`src/rtl/sha256_pkg.sv`:
```
// Shared SHA-256 definitions: word type, block geometry, scheduler states and the
// small-sigma functions used by message-schedule expansion.
package sha256_pkg;

  typedef logic [31:0] word_t;

  localparam int BLOCK_WORDS = 16;
  localparam int MAX_ROUNDS  = 64;

  typedef enum logic {
    LOAD   = 1'b0,
    STREAM = 1'b1
  } sched_state_t;

  // s0(x) = ROTR7 ^ ROTR18 ^ SHR3
  function automatic word_t sha256_s0(input word_t x);
    return {x[6:0], x[31:7]} ^ {x[17:0], x[31:18]} ^ {3'b000, x[31:3]};
  endfunction

  // s1(x) = ROTR17 ^ ROTR19 ^ SHR10
  function automatic word_t sha256_s1(input word_t x);
    return {x[16:0], x[31:17]} ^ {x[18:0], x[31:19]} ^ {10'b0, x[31:10]};
  endfunction

endpackage

```
`src/rtl/sha256_w_expand.sv`:
```
// Combinational SHA-256 schedule expansion:
// W[t] = s1(W[t-2]) + W[t-7] + s0(W[t-15]) + W[t-16], wrapping mod 2^32.
module sha256_w_expand
  import sha256_pkg::*;
(
  input  logic [31:0] w_m2,
  input  logic [31:0] w_m7,
  input  logic [31:0] w_m15,
  input  logic [31:0] w_m16,
  output logic [31:0] w_new
);

  assign w_new = sha256_s1(w_m2) + w_m7 + sha256_s0(w_m15) + w_m16;

endmodule

```
`src/rtl/sha256_w_scheduler.sv`:
```
// SHA-256 message-schedule producer: loads a 16-word block, then streams W[0..NUM_ROUNDS-1]
// over a valid/ready handshake using a 16-word sliding window.
module sha256_w_scheduler
  import sha256_pkg::*;
#(
  parameter int NUM_ROUNDS = 64
) (
  input  logic        clk,
  input  logic        rst,
  input  logic        ena,
  input  logic        abort,
  input  logic        in_valid,
  output logic        in_ready,
  input  logic [31:0] in_word,
  output logic        w_valid,
  input  logic        w_ready,
  output logic [31:0] w_data,
  output logic [5:0]  w_idx,
  output logic        w_last,
  output logic        block_done
);

  localparam logic [5:0] LAST_T = 6'(NUM_ROUNDS - 1);

  sched_state_t state;
  logic [3:0]   load_cnt;
  logic [5:0]   t;
  logic [31:0]  win [BLOCK_WORDS];
  logic         done_q;
  logic [31:0]  w_new;
  logic         live;
  logic         in_fire;
  logic         w_fire;

  sha256_w_expand u_expand (
    .w_m2  (win[14]),
    .w_m7  (win[9]),
    .w_m15 (win[1]),
    .w_m16 (win[0]),
    .w_new (w_new)
  );

  // Handshake outputs depend only on control state and the gating inputs.
  assign live       = rst & ~abort & ena;
  assign in_ready   = live & (state == LOAD);
  assign w_valid    = live & (state == STREAM);
  assign block_done = live & done_q;

  assign in_fire = in_valid & in_ready;
  assign w_fire  = w_valid & w_ready;

  assign w_data = (t < 6'd16) ? win[t[3:0]] : w_new;
  assign w_idx  = t;
  assign w_last = (t == LAST_T);

  always_ff @(posedge clk) begin
    if (!rst) begin
      state    <= LOAD;
      load_cnt <= 4'd0;
      t        <= 6'd0;
      done_q   <= 1'b0;
      for (int i = 0; i < BLOCK_WORDS; i++) begin
        win[i] <= 32'd0;
      end
    end else if (abort) begin
      state    <= LOAD;
      load_cnt <= 4'd0;
      t        <= 6'd0;
      done_q   <= 1'b0;
    end else if (ena) begin
      done_q <= w_fire & w_last;
      case (state)
        LOAD: begin
          if (in_fire) begin
            win[load_cnt] <= in_word;
            load_cnt      <= load_cnt + 4'd1;
            if (load_cnt == 4'd15) begin
              state <= STREAM;
              t     <= 6'd0;
            end
          end
        end
        STREAM: begin
          if (w_fire) begin
            // First 16 words replay the loaded block; afterwards the window slides.
            if (t >= 6'd16) begin
              for (int i = 0; i < BLOCK_WORDS - 1; i++) begin
                win[i] <= win[i + 1];
              end
              win[BLOCK_WORDS - 1] <= w_new;
            end
            if (w_last) begin
              state    <= LOAD;
              load_cnt <= 4'd0;
              t        <= 6'd0;
            end else begin
              t <= t + 6'd1;
            end
          end
        end
        default: state <= LOAD;
      endcase
    end
  end

endmodule

```
`config.mk`:
```
export PLATFORM = sky130hd
export DESIGN_NAME = sha256_w_scheduler
export DESIGN_NICKNAME = d
export VERILOG_FILES = /design/src/rtl/sha256_pkg.sv /design/src/rtl/sha256_w_expand.sv /design/src/rtl/sha256_w_scheduler.sv
export SDC_FILE = /design/constraint.sdc
export NUM_CORES = 1
export LEC_CHECK = 0
export BUFFER_PORTS_ARGS = -buffer_cell sky130_fd_sc_hd__buf_2
export CAP_MARGIN = 20
export CORE_UTILIZATION = 35
export DETAILED_ROUTE_END_ITERATION = 10
export SYNTH_ARGS = -nofsm -noshare
export SYNTH_HDL_FRONTEND = slang
export SYNTH_SLANG_ARGS = --single-unit
```
`constraint.sdc`:
```
create_clock -name clk -period 4.8 [get_ports clk]
set_input_delay 0.48 -clock clk [delete_from_list [all_inputs] [get_ports clk]]
set_output_delay 0.48 -clock clk [all_outputs]
set_load 0.005 [all_outputs]
```
Yosys cells after proc, flatten, opt, wreduce, memory -nomap -nowiden. Memories as Yosys holds them, arrays and structs flattened. A register that Yosys moved wholly into a read port is not among the register bits. Cells that the tools add are included.

$add $sub $neg: 5. Magnitude comparators: 2. Eq/ne operators: 6. Mux-type cells: 50. Bitwise operators: 31. Reductions and logical operators: 4.

Operator list (number): 32-bit 2-to-1 mux (18); 32-bit adder (3); 32-bit bitwise XOR (2); 32-bit OR reduction (1); 32-bit by 22-bit bitwise XOR with 32-bit output (1); 32-bit by 29-bit bitwise XOR with 32-bit output (1); 4-bit 2-to-1 mux (6); 6-bit 2-to-1 mux (4); 1-bit 2-to-1 mux (19); 1-bit OR (16); 6-bit one-hot mux with 2 select lines (1); 1-bit AND (8); 4-bit one-hot mux with 2 select lines (1); 4-bit AND reduction (2); 6-bit by 1-bit adder with 6-bit output, second input constant (1); 6-bit equality test, second input constant (1); 6-bit by 5-bit greater-or-equal comparator with 1-bit output, second input constant (1); 6-bit by 5-bit < comparator with 1-bit output, second input constant (1); 4-bit by 1-bit adder with 4-bit output, second input constant (1); 4-bit equality test, second input constant (1); 2-bit by 1-bit inequality test with 1-bit output, second input constant (2); 2-bit inequality test, second input constant (2); 1-bit NOT (3); 1-bit one-hot mux with 2 select lines (1); 2-bit OR reduction (1).

Register bits: 12. Memory bits (writable): 512. Bits of input ports: 38. Output and inout bits: 42. Logic and storage cells: 103. Memories kept: 1.

Memories: win (depth 16, bits a word 32, rd ports 17, clocked after memory_dff 1, wr ports 16, RTL line sha256_w_scheduler.sv:28) `logic [31:0] win [BLOCK_WORDS];`.

Logic depth before layout (Yosys ltp).
Word-level depth: 13. Mapped depth: 16. Mapped depth without buffers: 16.

Hierarchy. Synthesis repeated with hierarchy kept, for this count alone.

Cells, all modules: 2929. Area total of the unflattened synthesis: 31564.0 µm².

Modules (own cells, without submodules): sha256_w_scheduler (times used 1, cells an instance 2388, area an instance 27113.5 µm², seq. area each 15695.1 µm²); sha256_w_expand (times used 1, cells an instance 541, area an instance 4450.5 µm², seq. area each 0.0 µm²).

Worst setup path before layout. No wires, ideal clock.

Path type: register -> output. From: mem win[1][8]. To: out w_data[29]. Data arrival time: 3.765 ns. Required time: 4.320 ns. Path slack: 0.555 ns. Cell stages (with the launch flop): 17. Path buffers: 0. Cell sequence: edfxtp_1 > xnor2_1 > xnor2_1 > fa_1 > inv_1 > fa_1 > inv_1 > ha_1 > inv_1 > fa_1 > nand2b_1 > a21oi_1 > o21ai_0 > o21ai_0 > o21ai_0 > xor2_1 > a21oi_1.

RTL lines: start: declaration (RTL line sha256_w_scheduler.sv:28); end: declaration (RTL line sha256_w_scheduler.sv:17) `output logic [31:0] w_data,`.

==> results_dict.tcl <==
set metrics [dict create \
    status "finished, violations left" \
    violations "negative setup slack" \
    grt_pass1_vias 23640 \
    p_leak_nw 14.0 \
    clkTransAtPathRegs_ps 60 \
    grt_setup_unrepaired "yes" \
    area_growth_pct 24.3 \
    hp-class "in -> reg" \
    cts_sinks 528 \
    dp.cells 3839 \
    synth.cell_area_um2 30900 \
    pwr_density_cell_nw_per_um2 551 \
    worstPathArrival_ps 5020 \
    setup.worst_path.start_class "flop" \
    crit_chain "xnor2_2 -> xnor2_2 -> fa_1 -> inv_1 -> fa_1 -> inv_2 -> ha_4 -> a21oi_4 -> nand4b_1 -> a2111oi_4 -> buf_4 -> a211oi_4 -> buf_12 -> buf_6 -> o31a_1 -> xor2_2 -> a21oi_2 -> buf_2" \
    ys.warnings.count 0 \
    gr-total-overflow 0 \
    grt_pass1_wl_mm 167 \
    max-cap-violations 0 \
    drt_first_iter_violations 2765 \
    stdcell_area_um2 38400 \
    dp_hpwl_mm 77.3 \
    synth_flop_cell "edfxtp_1" \
    final.min_clock_period_ps 5500 \
    critPathCaptureType "output port" \
    vias_per_cell 5.96 \
    synth-seq-cells 528 \
    cp-startpoint "win[14][19]" \
    synth.avg_cell_area_um2 12.1 \
    async_reset_ff_share_pct 0 \
    max_stage_delay_ps 520 \
    crit_family "adder cells" \
    rows 108 \
    die_h_um 299 \
    drive_gt1_share_pct 31.5 \
    r2r_start "win[14][19]" \
    dieArea_um2 89600 \
    final_hold_viol_count 0 \
    grt_max_degree 168 \
    postRouteWirelength_mm 115 \
    critPathMaxFanout 4 \
    cts_tree "done" \
    port_buffers 79 \
    vdd_drop_max_uv 439 \
    synth-seq-area-share_pct 50.7 \
    holdBufCountCts 0 \
    dr.pass1.iters 6 \
    utilization_pct 44.1 \
    cts_max_level 2 \
    relSlewSlack_pct 27.0 \
    post-route-period-util_pct 115 \
    syn_inst 2565 \
    ys_types 57 \
    numCtsBuffers 60 \
    syn_nets 2701 \
    worst_pin_slew_ps 1090 \
    min_from "abort" \
    wl_per_cell_um 28.8 \
    fin_nets 2929 \
    die_x_um 299 \
    clockBufferDepth 3 \
    place_area_um2 34400 \
    slowest_stage "a2111oi_4" \
    worst_slack_ps -701 \
    crit_buf_inv 6 \
    slew_viol_final 0 \
    ios 80 \
    cts_root_buf "clkbuf_16" \
    fin_skew_ps 19.1 \
    ant_nets 0 \
    initial_utilization_pct 35.5 \
    routabilityCongestion 1.02 \
    path_class "reg -> out" \
    coreArea_um2 87200 \
    finalNonFillerCells 4002 \
    clock_latency_ps 650 \
    grt_usage_pct 25.5 \
    drc_errors 0 \
    fmax_mhz 182 \
    worstPathRequired_ps 4320 \
    synth_enable_flop_cells 512 \
    antenna_found_initial 2 \
    setup_viol 21 \
    routed-via-count 23859 \
]
==> report_power, final <==
group,switching (mW),internal [mW],leakage [nW]
clock network,2.07,2.65,0.957
logic,5.64,4.97,7.67
registers,0.277,5.56,5.41
==> cell families after synthesis <==
| logic type | count (synthesis) | share of synthesized area, % |
|---|---|---|
| compound gates | 677 | 15.4 |
| simple gates | 556 | 7.27 |
| flops | 528 | 50.7 |
| buf+inv | 392 | 5.05 |
| mux | 165 | 11.8 |
| xor+xnor | 149 | 4.22 |
| fa+ha+maj | 98 | 5.47 |
==> through the flow <==
step                setup TNS [ps]  power, mW  hold slack, ps  worst slack (ps)
floorplan                        0       9.51             452               555
finish                       -9360       21.2             127              -701
detailed placement           -3920       13.6             490              -406
CTS                          -8970       20.3             106              -621
global placement             -4440       13.6             468              -452
global route                -12000       22.0             148              -775
==> worst reg2reg max path: stages, from the launching register on <==
cell and delay, ps:
edfxtp_1 440, xnor2_2 270, xnor2_2 140, fa_1 490, inv_1 50, fa_1 510
inv_2 50, ha_4 270, a21oi_4 50, nand4b_1 270, a2111oi_4 520, buf_4 200
a211oi_4 60, o31ai_4 320, and3_4 310, buf_4 120, buf_4 90, o31ai_1 60
==> Yosys cell counts, drive strengths merged, types with 3 or more instances <==
cell	count	area share (%)
edfxtp	512	50
nand2	434	5.3
a22o	320	9.1
o21ai	250	4.0
mux4	160	12
inv	148	1.8
clkbuf	126	1.5
xnor2	119	3.4
buf	118	1.7
fa	62	4.0
nor2	60	0.73
a21oi	58	0.94
ha	36	1.5
xor2	30	0.85
dfxtp	16	1.0
nand2b	11	0.22
nand3	10	0.16
nor3	10	0.21
nand4	9	0.18
o31ai	7	0.19
o211ai	6	0.15
a211oi	5	0.15
a21o	5	0.12
and3	4	0.081
mux2i	4	0.13
nor2b	4	0.081
nor4	4	0.10
o21a	4	0.097
o21bai	3	0.073
or3	3	0.061
==> per-layer routing <==
| metal | vias to the layer above | track usage (%) | wire, um |
|---|---|---|---|
| li1 | 10006 | - | - |
| met3 | 196 | 4.44 | 9610 |
| met1 | 12345 | 35.7 | 48300 |
| met5 | - | 0 | 13 |
| met2 | 1310 | 41.0 | 54300 |
| met4 | 2 | 6.51 | 3230 |
==> state kept, by name, summed over array words and instances, names as in the netlist, named ones only <==
name      cells
load_cnt      4
state         1
w_idx         6
win         512
done_q        1
==> worst paths after layout <==
kind / end / slack, ps / cells after the start
setup / recovery: w_data[26] / -700 / 18
hold / removal: load_cnt[3] / 130 / 4
setup reg to reg: win[15][24] / 310 / 17
hold reg to reg: done_q / 500 / 2
==> cell usage in the layout (no fill, tap or decap), types with 9 or more instances in the layout <==
cell / n
edfxtp_1: 512
buf_2: 75
ha_4: 20
xnor2_2: 41
a21oi_2: 18
ha_1: 15
buf_12: 17
a21oi_1: 33
nand2_1: 428
xor2_1: 22
dfxtp_1: 12
xnor2_1: 65
mux4_2: 160
clkinv_1: 13
o21ai_4: 22
o21ai_2: 16
nor2_1: 42
o21ai_0: 204
a22o_1: 320
nor2_4: 15
nand4_1: 9
inv_1: 134
inv_2: 14
fa_1: 58
buf_4: 273
clkbuf_16: 60
xnor2_4: 13
clkinv_2: 14
buf_6: 45
==> area by class of cell <==
cell class              count  area (um2)
fillers                  7928       48700
clock inverters            44         408
multi-input cells        1645       15500
diodes                      2        5.00
well taps                1155        1450
flip-flops and latches    528       15700
inverters                 148         556
repair buffers            410        3270
clock buffers              70        1560
==> what timing repair did <==
action,in CTS,in global routing
setup endpoints to repair,27,28
buffers inserted,50,18
pin swaps,58,48
hold endpoints to repair,0,0
resized for setup,234,90
No activity file was read; power rests on OpenSTA's default activity.
